## src/rtl/spi_master_tx.sv

```systemverilog
// spi_master_tx: mode-0 SPI initiator. Shifts a WIDTH-bit word out on MOSI
// (MSB first) under a generated SCLK and active-low CS, and captures MISO into
// a parallel word. Every SCLK phase lasts CLKDIV clk cycles so that a slow,
// synchronized/debounced responder sees clean edges.
//
// Ports:
//   clk     in   system clock, posedge
//   reset   in   synchronous active-high reset
//   start   in   transaction request, sampled only while idle
//   txdata  in   WIDTH  word to send, latched when start is accepted
//   rxdata  out  WIDTH  received word, updated together with done
//   busy    out  high from the cycle after acceptance until done
//   done    out  one-cycle completion pulse, coincident with cs rising
//   sclk    out  serial clock, idles low
//   mosi    out  serial data out, changes only while sclk is low
//   miso    in   serial data in, sampled on the cycle sclk falls
//   cs      out  chip select, active low, idles high
//
// WIDTH must be at least 2; CLKDIV must be in 2..255.
module spi_master_tx #(
  parameter int unsigned WIDTH  = 8,
  parameter int unsigned CLKDIV = 8
) (
  input  logic             clk,
  input  logic             reset,
  input  logic             start,
  input  logic [WIDTH-1:0] txdata,
  output logic [WIDTH-1:0] rxdata,
  output logic             busy,
  output logic             done,
  output logic             sclk,
  output logic             mosi,
  input  logic             miso,
  output logic             cs
);

  localparam int unsigned CNT_W = $clog2(CLKDIV) + 1;
  localparam int unsigned BIT_W = (WIDTH > 1) ? $clog2(WIDTH) : 1;

  localparam logic [CNT_W-1:0] PHASE_LAST = CNT_W'(CLKDIV - 1);
  localparam logic [BIT_W-1:0] BIT_LAST   = BIT_W'(WIDTH - 1);

  typedef enum logic [2:0] {
    S_IDLE,
    S_SETUP,
    S_HIGH,
    S_LOW,
    S_HOLD
  } state_t;

  state_t             state_q,  state_d;
  logic [CNT_W-1:0]   phase_q,  phase_d;
  logic [BIT_W-1:0]   bit_q,    bit_d;
  logic [WIDTH-1:0]   tx_sr_q,  tx_sr_d;
  logic [WIDTH-1:0]   rx_sr_q,  rx_sr_d;
  logic [WIDTH-1:0]   rxdata_q, rxdata_d;
  logic               busy_q,   busy_d;
  logic               done_q,   done_d;
  logic               sclk_q,   sclk_d;
  logic               mosi_q,   mosi_d;
  logic               cs_q,     cs_d;

  logic               phase_end;

  assign phase_end = (phase_q == PHASE_LAST);

  // Next-state and next-output logic.
  always_comb begin
    state_d  = state_q;
    phase_d  = phase_q + CNT_W'(1);
    bit_d    = bit_q;
    tx_sr_d  = tx_sr_q;
    rx_sr_d  = rx_sr_q;
    rxdata_d = rxdata_q;
    busy_d   = busy_q;
    done_d   = 1'b0;
    sclk_d   = sclk_q;
    mosi_d   = mosi_q;
    cs_d     = cs_q;

    unique case (state_q)
      S_IDLE: begin
        phase_d = '0;
        if (start) begin
          tx_sr_d = txdata;
          bit_d   = '0;
          cs_d    = 1'b0;
          mosi_d  = txdata[WIDTH-1];
          busy_d  = 1'b1;
          state_d = S_SETUP;
        end
      end

      S_SETUP: begin
        if (phase_end) begin
          sclk_d  = 1'b1;
          state_d = S_HIGH;
        end
      end

      // Sample MISO on the cycle SCLK falls; the responder shifts on that fall.
      S_HIGH: begin
        if (phase_end) begin
          rx_sr_d = {rx_sr_q[WIDTH-2:0], miso};
          sclk_d  = 1'b0;
          if (bit_q == BIT_LAST) begin
            state_d = S_HOLD;
          end else begin
            tx_sr_d = {tx_sr_q[WIDTH-2:0], 1'b0};
            mosi_d  = tx_sr_q[WIDTH-2];
            bit_d   = bit_q + BIT_W'(1);
            state_d = S_LOW;
          end
        end
      end

      S_LOW: begin
        if (phase_end) begin
          sclk_d  = 1'b1;
          state_d = S_HIGH;
        end
      end

      S_HOLD: begin
        if (phase_end) begin
          cs_d     = 1'b1;
          mosi_d   = 1'b0;
          busy_d   = 1'b0;
          rxdata_d = rx_sr_q;
          done_d   = 1'b1;
          state_d  = S_IDLE;
        end
      end

      default: begin
        state_d = S_IDLE;
      end
    endcase

    // Each phase starts counting from zero.
    if (state_d != state_q) begin
      phase_d = '0;
    end
  end

  // State register. A reset while a transaction is in flight aborts it but
  // keeps the last completed word visible on rxdata; a reset while idle
  // (including power-up) clears rxdata.
  always_ff @(posedge clk) begin
    if (reset) begin
      state_q <= S_IDLE;
      phase_q <= '0;
      bit_q   <= '0;
      tx_sr_q <= '0;
      rx_sr_q <= '0;
      busy_q  <= 1'b0;
      done_q  <= 1'b0;
      sclk_q  <= 1'b0;
      mosi_q  <= 1'b0;
      cs_q    <= 1'b1;
      if (busy_q) begin
        rxdata_q <= rxdata_q;
      end else begin
        rxdata_q <= '0;
      end
    end else begin
      state_q  <= state_d;
      phase_q  <= phase_d;
      bit_q    <= bit_d;
      tx_sr_q  <= tx_sr_d;
      rx_sr_q  <= rx_sr_d;
      rxdata_q <= rxdata_d;
      busy_q   <= busy_d;
      done_q   <= done_d;
      sclk_q   <= sclk_d;
      mosi_q   <= mosi_d;
      cs_q     <= cs_d;
    end
  end

  assign rxdata = rxdata_q;
  assign busy   = busy_q;
  assign done   = done_q;
  assign sclk   = sclk_q;
  assign mosi   = mosi_q;
  assign cs     = cs_q;

endmodule

```

## config.mk

```make
export PLATFORM = sky130hd
export DESIGN_NAME = spi_master_tx
export DESIGN_NICKNAME = d
export VERILOG_FILES = /design/src/rtl/spi_master_tx.sv
export SDC_FILE = /design/constraint.sdc
export NUM_CORES = 1
export LEC_CHECK = 0
export ABC_AREA = 1
export BUFFER_PORTS_ARGS = -buffer_cell sky130_fd_sc_hd__buf_2
export CAP_MARGIN = 30
export CORE_MARGIN = 3
export CORE_UTILIZATION = 45
export CTS_BUF_LIST = sky130_fd_sc_hd__clkbuf_16
export DETAILED_ROUTE_END_ITERATION = 8
export GPL_TIMING_DRIVEN = 0
export PLACE_DENSITY = 0.61
export SYNTH_ARGS = -nofsm -noshare
export SYNTH_HDL_FRONTEND = slang
export SYNTH_SLANG_ARGS = --single-unit
```

## constraint.sdc

```tcl
create_clock -name clk -period 2.1 [get_ports clk]
set_input_delay 0.105 -clock clk [delete_from_list [all_inputs] [get_ports clk]]
set_output_delay 0.105 -clock clk [all_outputs]
set_load 0.05 [all_outputs]
```

**Word-level counts from Yosys, hierarchy flattened**

Cells that the tools add are included.

- Bits in registers: 38
- Input port bits: 12
- Logic and storage cells: 73

- Add/sub/neg operators: 2
- Equal/unequal tests: 13
- Mux-type cells: 30
- Bitwise gates (word level): 1
- Reductions and logical operators: 16

Operators with widths:

| cell | count |
|---|---|
| $mux W8 | 4 |
| $mux W3 | 8 |
| $mux W7 | 3 |
| $pmux W7 S2 | 1 |
| $pmux W3 S4 | 1 |
| $ne A2 B2 Y1 const B | 5 |
| $reduce_bool A2 Y1 | 5 |
| $reduce_and A3 Y1 | 3 |
| $mux W1 | 8 |
| $eq A3 B2 Y1 const B | 2 |
| $eq A3 B3 Y1 const B | 2 |
| $pmux W1 S2 | 3 |
| $pmux W3 S2 | 1 |
| $reduce_and A5 Y1 | 1 |
| $add A4 B1 Y4 const B | 1 |
| $eq A4 B3 Y1 const B | 1 |
| $reduce_and A4 Y1 | 1 |
| $reduce_or A2 Y1 | 2 |
| $add A3 B1 Y3 const B | 1 |
| $eq A3 B1 Y1 const B | 1 |
| $logic_not A3 Y1 | 1 |
| $ne A3 B3 Y1 | 1 |
| $pmux W1 S3 | 1 |
| $reduce_bool A3 Y1 | 1 |
| 4 further kinds | 4 |

**Longest topological paths before layout**

Gate-level depths: netlist of the first run.

- Word-level depth: 6
- Mapped depth: 9

**Worst setup path after synthesis of the first run**

OpenSTA, ideal clock, no wires.

- Kind: reg-to-reg
- Start: register phase_q[0]
- End: register rxdata_q[0] (netlist: rxdata[0]) (enable)
- Library setup time: 0.375 ns
- Arrival: 1.388 ns
- Setup slack: 0.337 ns
- Cell stages (with the launch flop): 6
- Clock period less this slack: 1.763 ns
- Cell sequence: dfxtp_1 > ha_1 > nand3_1 > nor2_1 > nor2_1 > a21oi_1

- Longest elaborated chain between the ends: 3

RTL lines:

| element | line | RTL |
|---|---|---|
| start: declaration | 52 | `logic [CNT_W-1:0] phase_q, phase_d;` |
| start signal: assignment | 168 | `phase_q <= phase_d;` |
| $eq A4 B3 Y1 | 65 | `assign phase_end = (phase_q == PHASE_LAST);` |
| $reduce_bool A2 Y1 (no line) | - |  |
| $reduce_and A3 Y1 (no line) | - |  |
| end signal: assignment | 162 | `rxdata_q <= rxdata_q;` |
| end signal: assignment | 172 | `rxdata_q <= rxdata_d;` |
| end: declaration | 56 | `logic [WIDTH-1:0] rxdata_q, rxdata_d;` |

Every way passes these cells.
A chain may end at the register's enable or synchronous reset.

**Worst setup path in the final report of the first run**

Ends and elaborated chain as after synthesis.

==> results of run 1 <==
-- routing by layer --
metal | up-vias | share of wire, % | track usage, %
li1 | 722 | - | -
met1 | 629 | 47 | 19.8
met2 | 26 | 48 | 27.1
met3 | 4 | 4.1 | 3.71
met4 | 0 | 1.4 | 6.85
met5 | - | 0 | 0
-- worst max path at each step --
stage,cells past startpoint,startpoint,end
6_report,5,phase_q[0],rxdata[0]
3_3_place_gp,5,phase_q[0],rxdata[7]
3_5_place_dp,5,phase_q[0],rxdata[6]
4_1_cts,5,phase_q[0],rxdata[6]
2_1_floorplan,5,phase_q[0],rxdata[0]
5_1_grt,5,phase_q[0],rxdata[7]
-- synth_stat cells --
library cell | instances | share of area (%)
buf_1 | 1 | 0.23
xor2_1 | 1 | 0.53
inv_2 | 3 | 0.68
o21ai_0 | 23 | 6.9
nor2_8 | 1 | 1.2
edfxtp_1 | 8 | 14
nor2_2 | 1 | 0.38
nand2_4 | 5 | 3.4
buf_2 | 1 | 0.30
o21ai_2 | 1 | 0.53
dfxtp_1 | 30 | 36
inv_1 | 20 | 4.5
nor2_1 | 23 | 5.2
clkbuf_1 | 2 | 0.45
ha_1 | 4 | 3.0
clkinv_1 | 1 | 0.23
xnor2_1 | 1 | 0.53
buf_6 | 2 | 1.4
nand4_1 | 3 | 1.1
o21a_1 | 1 | 0.45
o2111ai_1 | 1 | 0.53
nand2_1 | 30 | 6.8
nor3_1 | 1 | 0.30
a21oi_1 | 26 | 7.8
nand3_1 | 10 | 3.0
-- flip-flops by register name, indices dropped and copies added (netlist names) --
| name | count |
|---|---|
| rxdata | 8 |
| tx_sr_q | 7 |
| busy | 1 |
| cs | 1 |
| bit_q | 3 |
| state_q | 3 |
| phase_q | 4 |
| rx_sr_q | 8 |
| sclk | 1 |
| done | 1 |
| mosi | 1 |
-- power by group --
group,internal (mW),switching (mW)
logic,0.0475,0.122
clock network,0.432,0.270
registers,0.774,0.0109
-- cell families (layout without fill, tap and decap cells) --
family          after synthesis  count (layout)  share of synthesized area [%]
flops                        38              38                           50.6
buf+inv                      30              62                           7.75
fa+ha+maj                     4               4                           3.01
simple gates                 74              74                           21.4
compound gates               52              52                           16.3
xor+xnor                      2               2                           1.05
-- final cells by class --
class,count,area share (%)
sequential,38,42.3
multi-input combinational,132,35.1
clock buffer,5,6.30
timing repair buffer,24,6.05
inverter,24,4.54
tap,46,2.90
buffer,6,1.95
clock inverter,3,0.819
-- timing repair --
item                                   CTS  global route
endpoints found under the hold margin    0             0
setup endpoints to repair                8             0
gates resized for setup                  1             0
setup buffers                            0             0
-- worst reg2reg max path, stage by stage, from the launching register on --
cell	delay, ns
dfxtp_1	0.35
ha_1	0.21
nand3_1	0.24
nor2_1	0.23
nor2_1	0.10
a21oi_2	0.38
-- metrics by stage --
stage	instance area [µm²]	utilization, %
finish	1990	57.7
global route	1990	57.7
CTS	1990	57.7
detailed placement	1840	53.5
global placement	1840	53.5
floorplan	1660	-
-- placed cells by master, fill, tap and decap left out, types with 5 or more instances in the layout --
| cell type | synthesis | routed |
|---|---|---|
| nand2_1 | 30 | 30 |
| dfxtp_1 | 30 | 30 |
| a21oi_1 | 26 | 25 |
| buf_2 | 1 | 25 |
| nor2_1 | 23 | 23 |
| o21ai_0 | 23 | 23 |
| inv_1 | 20 | 20 |
| nand3_1 | 10 | 10 |
| edfxtp_1 | 8 | 8 |
| nand2_4 | 5 | 5 |
| clkbuf_16 | 0 | 5 |
==> run_results.csv, run 1 <==
group,metric,value,unit
run_status,status,"finished clean",
timing,worst_slew_margin_rel,67.4,%
clocking,path_clk_slew,0.05,ns
finish,nFillCells,319,
grt,grt_pass1_vias,1291,
routing,num_vias,1381,
setup_path,crit_top_cell,"nor2_1",
clocking,tritoncts,"done",
timing,drv_slew,0,
yosys,yosys_warnings,0,
yosys,synth_seq_cells,38,
setup_path,worst-path-max-fanout,8,
setup_path,timing.rr.start,"phase_q[0]",
yosys,ys_seq_area_share,50.6,%
placed_design,gp_congestion,0.948,
power,powerDensity,835,mW/mm²
yosys,syn_avg_cell_area,8.31,µm²
timing,post-route-period-util,88.5,%
timing,timing.fmax,538,MHz
grt,grt_antenna_before_repair,0,
setup_path,end_kind,"register",
routing,wirelength,3.14,mm
finish,num_antenna_cells,0,
clocking,htree_levels,2,
setup_path,ff2ff_setup_slack,0.24,ns
grt,track_usage,16.2,%
routing,drtIter0Drc,94,
power,power,1.66,mW
routing,via_per_inst,4.97,
setup_path,cp-start-kind,"register",
setup_path,critical_path.top_delay_family,"simple AND/OR/NAND/NOR gates",
routing,ant_nets,0,
finish,area_growth_syn_to_layout,19.4,%
hold_path,hp-start,"txdata[0]",
finish,seqCellArea,841,µm²
hold_path,min_to,"tx_sr_q[0]",
clocking,clk_path_buf_depth,2,
grt,overflow,0,
placed_design,hpwl,2.30,mm
setup_path,cpPeakStageDelay,0.38,ns
timing,fin_crit,1.86,ns
timing,grt_setup_unrepaired,"false",
routing,drc,0,
finish,instances_no_fill,278,
yosys,synthCells,200,
routing,firstDrtPassIters,5,
setup_path,reg2reg_depth,5,
floorplan,die_width,66.8,µm
floorplan,die-height,66.8,µm
finish,fin_nets,247,
floorplan,die_area,0.00446,mm²
clocking,postCtsHoldBufs,0,
grt,grt_pass1_wl,5.51,mm
floorplan,ios,25,
power,peakVddDrop,0.000435,V
finish,multiInputGateArea,697,µm²
setup_path,worstPathCellList,"ha_1 -> nand3_1 -> nor2_1 -> nor2_1 -> a21oi_2",
placed_design,dpl.cell_count,270,
setup_path,crit_type,"reg -> reg",
clocking,clk_latency,0.27,ns
yosys,synth_nets,216,
finish,drive_above_1_share,19.8,%
clocking,root_buffer,"clkbuf_16",
floorplan,fp.coreArea,0.00344,mm²
timing,setup_ws,0.242,ns
hold_path,hold_path_class,"in -> reg",
placed_design,dpl_worst_slack,0.00566,ns
floorplan,row_count,21,
setup_path,worstPathRequired,2.02,ns
timing,fin_tns_setup,0,ns
run,cap_viol_max_count,0,
grt,grt_max_degree,13,
timing,setup_viol,0,
setup_path,rr_endpoint,"rxdata[0]",
placed_design,io_buffers,24,
timing,fin_worst_skew,0.00226,ns
clocking,clock_sinks,38,
yosys,synth_cell_types,25,
floorplan,initial_core_util,48.3,%
yosys,syn_area,0.00166,mm²
timing,hold_viol_final,0,
timing,whs,0.120,ns
setup_path,critPathBufInv,0,
power,p_leak,0.845,nW
hold_path,hold_depth,3,
timing,worst_slew_pin_slew,0.488,ns
setup_path,cp_slowest_cell,"a21oi_2",
clocking,cts_buffers,5,
setup_path,arrival,1.77,ns
routing,post_drt_wl_per_cell,11.3,µm
(Power assumes the default switching activity.)
==> run 2: changes to the inputs <==
Clock period 2.1 ns to 1.8 ns, I/O delays scaled along.
==> run 2 against run 1 <==
- critical path depth unchanged
- clock power increased by 16%
- sequential power is 17% higher
- fmax increased by 11%
- register-to-register slack lost 0.11 ns
==> run_results.csv, run 2 (synthesis results as in run 1) <==
group,metric,value,unit
run_status,status,"finished clean",
routing,via_per_inst,4.95,
setup_path,end_kind,"register",
finish,drive_above_1_share,20.3,%
clocking,clk_path_buf_depth,2,
grt,grt_pass1_vias,1291,
timing,hold_viol_final,0,
timing,grt_setup_unrepaired,"false",
finish,num_antenna_cells,0,
grt,grt_antenna_before_repair,0,
setup_path,worstPathCellList,"ha_1 -> nand3_2 -> nor2_1 -> nor2_1 -> a21oi_4",
grt,gr-usage-met1,19.8,%
placed_design,hpwl,2.30,mm
setup_path,critical_path.top_delay_family,"simple AND/OR/NAND/NOR gates",
hold_path,hold_depth,3,
finish,seqCellArea,841,µm²
power,p_clk_share,42.3,%
finish,instances_no_fill,278,
power,p_leak,0.847,nW
setup_path,arrival,1.61,ns
routing,wirelength,3.17,mm
floorplan,die_width,66.8,µm
placed_design,dpl_cell_area,0.00184,mm²
setup_path,worst-path-max-fanout,8,
finish,multiInputGateArea,714,µm²
clocking,clock_sinks,38,
finish,area_growth_syn_to_layout,20.5,%
power,swShare,24.3,%
hold_path,hold_path_class,"in -> reg",
power,combPwrFrac,10.4,%
routing,ant_nets,0,
clocking,htree_levels,2,
timing,setup_viol,0,
setup_path,rr_endpoint,"rxdata[7]",
grt,overflow,0,
setup_path,timing.rr.start,"phase_q[0]",
placed_design,gp_congestion,0.948,
setup_path,ff2ff_setup_slack,0.13,ns
power,powerDensity,966,mW/mm²
power,p_int,1.46,mW
clocking,clk_latency,0.27,ns
clocking,path_clk_slew,0.05,ns
floorplan,fp.coreArea,0.00344,mm²
clocking,root_buffer,"clkbuf_16",
hold_path,hp-start,"miso",
setup_path,crit_cells,5,
floorplan,die_area,0.00446,mm²
grt,grt_use_met2,27.1,%
finish,finish.instance_area,0.00200,mm²
grt,busiest_layer,"met2",
setup_path,cpPeakStageDelay,0.35,ns
finish,final_cell_mix,"30 x nand2_1, 30 x dfxtp_1, 25 x a21oi_1, 25 x buf_2",
clocking,tritoncts,"done",
floorplan,row_count,21,
timing,timing.fmax,599,MHz
timing,whs,0.107,ns
routing,drc,0,
routing,num_vias,1376,
setup_path,reg2reg_depth,5,
timing,fin_tns_setup,0,ns
timing,drv_slew,0,
timing,worst_slew_pin_slew,0.538,ns
setup_path,worstPathRequired,1.75,ns
timing,fin_crit,1.67,ns
routing,drtIter0Drc,94,
timing,worst_slew_margin_rel,64.1,%
power,peakVddDrop,0.000502,V
grt,grt_pass1_wl,5.51,mm
finish,nFillCells,321,
setup_path,critPathBufInv,0,
setup_path,crit_top_cell,"nor2_1",
power,switchingPower,0.471,mW
floorplan,ios,25,
grt,grt_util_met3,3.71,%
hold_path,min_to,"rx_sr_q[0]",
power,pwr-share-seq,47.4,%
finish,fin_nets,247,
placed_design,io_buffers,24,
setup_path,cp-start-kind,"register",
run,cap_viol_max_count,0,
setup_path,cp_slowest_cell,"dfxtp_1",
floorplan,initial_core_util,48.3,%
setup_path,crit_type,"reg -> reg",
floorplan,die-height,66.8,µm
grt,track_usage,16.2,%
routing,firstDrtPassIters,4,
timing,fin_worst_skew,0.00383,ns
placed_design,dpl.cell_count,270,
routing,post_drt_wl_per_cell,11.4,µm
grt,grt_max_degree,13,
timing,post-route-period-util,92.7,%
clocking,cts_buffers,5,
clocking,postCtsHoldBufs,0,
## run 2: changes by cell type in the layout (fill, tap and decap cells not counted)
cell,previous run,this run
nand3_1,10,9
nor2_2,1,0
a21oi_2,1,0
a21oi_4,0,1
nor2_4,0,1
nand3_2,0,1
## run 2: metal layers
| layer | wire [µm] | vias up |
|---|---|---|
| met4 | 44 | 0 |
| li1 | - | 721 |
| met1 | 1450 | 623 |
| met5 | 0 | - |
| met2 | 1530 | 28 |
| met3 | 149 | 4 |
## run 2: area by class of cell
type	instances	share of cell area [%]
clock buffers	5	6.25
inverters	24	4.50
clock inverters	3	0.812
well taps	46	2.87
repair buffers	24	6.00
plain buffers	6	1.94
multi-input cells	132	35.7
flip-flops and latches	38	42.0
## run 2: worst max path at each step
stage / startpoint / to / slack (ns)
2_1_floorplan: phase_q[0] / rxdata[0] / 0.04
5_1_grt: phase_q[0] / rxdata[7] / 0.006
3_5_place_dp: phase_q[0] / rxdata[6] / -0.29
4_1_cts: phase_q[0] / rxdata[6] / 0.06
6_report: phase_q[0] / rxdata[7] / 0.13
3_3_place_gp: phase_q[0] / rxdata[7] / -0.26
## run 2: worst min-delay path, cell delays in order
cell     delay [ns]
buf_2          0.07
o21ai_0        0.07
a21oi_1        0.10
## run 2: repair_timing
item | CTS | global route
endpoints found under the hold margin | 0 | 0
pin swaps | 0 | 0
setup endpoints to repair | 8 | 12
buffers inserted | 0 | 0
gates resized for setup | 2 | 2
## run 2: per-stage QoR
stage | total power [mW] | util [%] | setup slack, ns
final | 1.94 | 58.2 | 0.132
after floorplan | 1.08 | - | 0.0368
after detailed placement | 1.13 | 53.5 | -0.294
after CTS | 1.96 | 57.9 | 0.0608
after global routing | 2.03 | 58.2 | 0.00622
after global placement | 1.13 | 53.5 | -0.257
## run 2: power by group through the flow
| stage | clock network (mW) | logic, mW | registers [mW] |
|---|---|---|---|
| final | 0.818 | 0.201 | 0.917 |
| after global routing | 0.885 | 0.222 | 0.921 |
| after CTS | 0.839 | 0.201 | 0.917 |
| after detailed placement | 0 | 0.198 | 0.934 |
| after global placement | 0 | 0.196 | 0.934 |
| after floorplan | 0 | 0.0905 | 0.991 |
==> run 3: changes to the inputs <==
--- a/config.mk
+++ b/config.mk
@@ -15,3 +15,3 @@
 export GPL_TIMING_DRIVEN = 0
-export PLACE_DENSITY = 0.61
+export PLACE_DENSITY = 0.65
 export SYNTH_ARGS = -nofsm -noshare
==> constraint.sdc (replaced) <==
create_clock -name clk -period 1.8 [get_ports clk]
set_input_delay 0.36 -clock clk [delete_from_list [all_inputs] [get_ports clk]]
set_output_delay 0.36 -clock clk [all_outputs]
set_load 0.05 [all_outputs]
==> run 3 against run 2 <==
- sequential share of layout area is 0.36 points lower
- register-to-register slack improved by 0.03 ns
- sequential power hardly changed
- clock skew about the same
- cell area is 0.87% higher
- flip-flop and latch count unchanged
- worst hold slack better by 0.26 ns
- core utilization grew 0.51 points
- via count is 2.7% lower
- critical endpoint is now rxdata[2]
==> run_results.csv, run 3 (synthesis results as in run 1) <==
group,metric,value,unit
power,combPwrFrac,9.7,%
power,switchingPower,0.464,mW
clocking,clk_latency,0.28,ns
floorplan,row_count,21,
setup_path,arrival,1.60,ns
placed_design,dpl.cell_count,270,
timing,fin_tns_setup,0,ns
timing,timing.fmax,609,MHz
power,powerDensity,1020,mW/mm²
setup_path,crit_type,"reg -> reg",
routing,via_per_inst,4.83,
grt,track_usage,15.9,%
grt,grt_antenna_before_repair,0,
timing,worst_slew_pin_slew,0.560,ns
floorplan,fp.coreArea,0.00344,mm²
finish,area_growth_syn_to_layout,21.5,%
power,power,2.06,mW
placed_design,io_buffers,24,
floorplan,initial_core_util,48.3,%
hold_path,hold_path_class,"in -> reg",
clocking,root_buffer,"clkbuf_16",
placed_design,hpwl,2.24,mm
setup_path,end_kind,"register",
power,swShare,22.5,%
routing,post_drt_wl_per_cell,11.0,µm
timing,worst_slew_margin_rel,62.7,%
timing,setup_viol,0,
routing,ant_nets,0,
placed_design,dpl_cell_area,0.00184,mm²
grt,grt_pass1_wl,5.22,mm
finish,num_antenna_cells,0,
timing,grt_setup_unrepaired,"false",
finish,finish.instance_area,0.00202,mm²
clocking,cts_buffers,5,
power,p_leak,0.857,nW
timing,drv_slew,0,
clocking,postCtsHoldBufs,0,
floorplan,ios,25,
finish,fin_nets,247,
clocking,path_clk_slew,0.05,ns
power,pwr-share-seq,44.5,%
finish,instances_no_fill,277,
finish,drive_above_1_share,19.9,%
clocking,tritoncts,"done",
finish,nFillCells,327,
routing,drtIter0Drc,100,
floorplan,die-height,66.8,µm
timing,hold_viol_final,0,
routing,firstDrtPassIters,5,
finish,final_cell_mix,"30 x nand2_1, 30 x dfxtp_1, 25 x a21oi_1, 25 x buf_2",
floorplan,die_area,0.00446,mm²
grt,overflow,0,
timing,fin_worst_skew,0.00416,ns
timing,post-route-period-util,91.2,%
routing,num_vias,1339,
clocking,htree_levels,2,
floorplan,die_width,66.8,µm
power,p_clk_share,45.9,%
power,peakVddDrop,0.000802,V
run,cap_viol_max_count,0,
setup_path,cp-start-kind,"register",
power,p_int,1.60,mW
grt,grt_pass1_vias,1204,
clocking,clk_path_buf_depth,2,
grt,grt_max_degree,12,
finish,final_core_util,58.7,%
clocking,clock_sinks,38,
run_status,status,"finished clean",
placed_design,gp_congestion,0.810,
routing,wirelength,3.04,mm
setup_path,worst-path-max-fanout,8,
setup_path,worstPathRequired,1.75,ns
routing,drc,0,
timing,fin_crit,1.64,ns
run 3: changes by cell type in the layout (fill, tap and decap cells not counted), sizes merged:
cell,change
bufinv,+1
clkinv,-1
clkinvlp,-1
run 3: power by group through the flow:
stage | sequential, mW | combinational (mW) | clock (mW)
global placement | 0.934 | 0.198 | 0
CTS | 0.918 | 0.202 | 0.965
global route | 0.921 | 0.222 | 1.00
finish | 0.917 | 0.199 | 0.947
floorplan | 0.991 | 0.0905 | 0
detailed placement | 0.934 | 0.199 | 0
run 3: final timing paths:
kind / from / to / slack (ns) / cells after the start
setup / recovery: phase_q[0] / rxdata[2] / 0.16 / 5
setup reg to reg: phase_q[0] / rxdata[2] / 0.16 / 5
hold / removal: txdata[0] / tx_sr_q[0] / 0.36 / 3
hold reg to reg: tx_sr_q[3] / tx_sr_q[3] / 0.45 / 2
run 3: worst max-delay path: stages (launching register included):
cell	delay, ns
dfxtp_1	0.35
ha_1	0.23
nand3_2	0.17
nor2_1	0.19
nor2_1	0.11
a21oi_4	0.26
run 3: layout make-up:
cell class	instances	area, µm²	share of cell area (%)
tap	46	57.6	2.85
buffer	6	38.8	1.92
sequential	38	841	41.6
clock buffer	5	125	6.19
multi-input combinational	132	714	35.4
clock inverter	2	33.8	1.67
inverter	24	90.1	4.46
timing repair buffer	24	120	5.94
run 3: stage by stage:
stage          hold WS (ns)  setup slack, ns
2_1_floorplan         0.418           0.0368
3_3_place_gp          0.433           -0.284
3_5_place_dp          0.439           -0.288
4_1_cts               0.358           0.0443
5_1_grt               0.389           0.0317
6_report              0.362            0.158
run 3: timing repair:
item / 4_1_cts / 5_1_grt
gates resized for setup: 2 / 2
endpoints found under the setup margin: 8 / 12
buffers inserted: 0 / 0
run 3: routing by layer:
layer	GRT usage, %	routed length (µm)	vias up
met2	26.6	1520	22
met4	8.38	32	0
li1	-	-	724
met1	18.0	1370	588
met3	4.72	124	5
met5	0	0	-
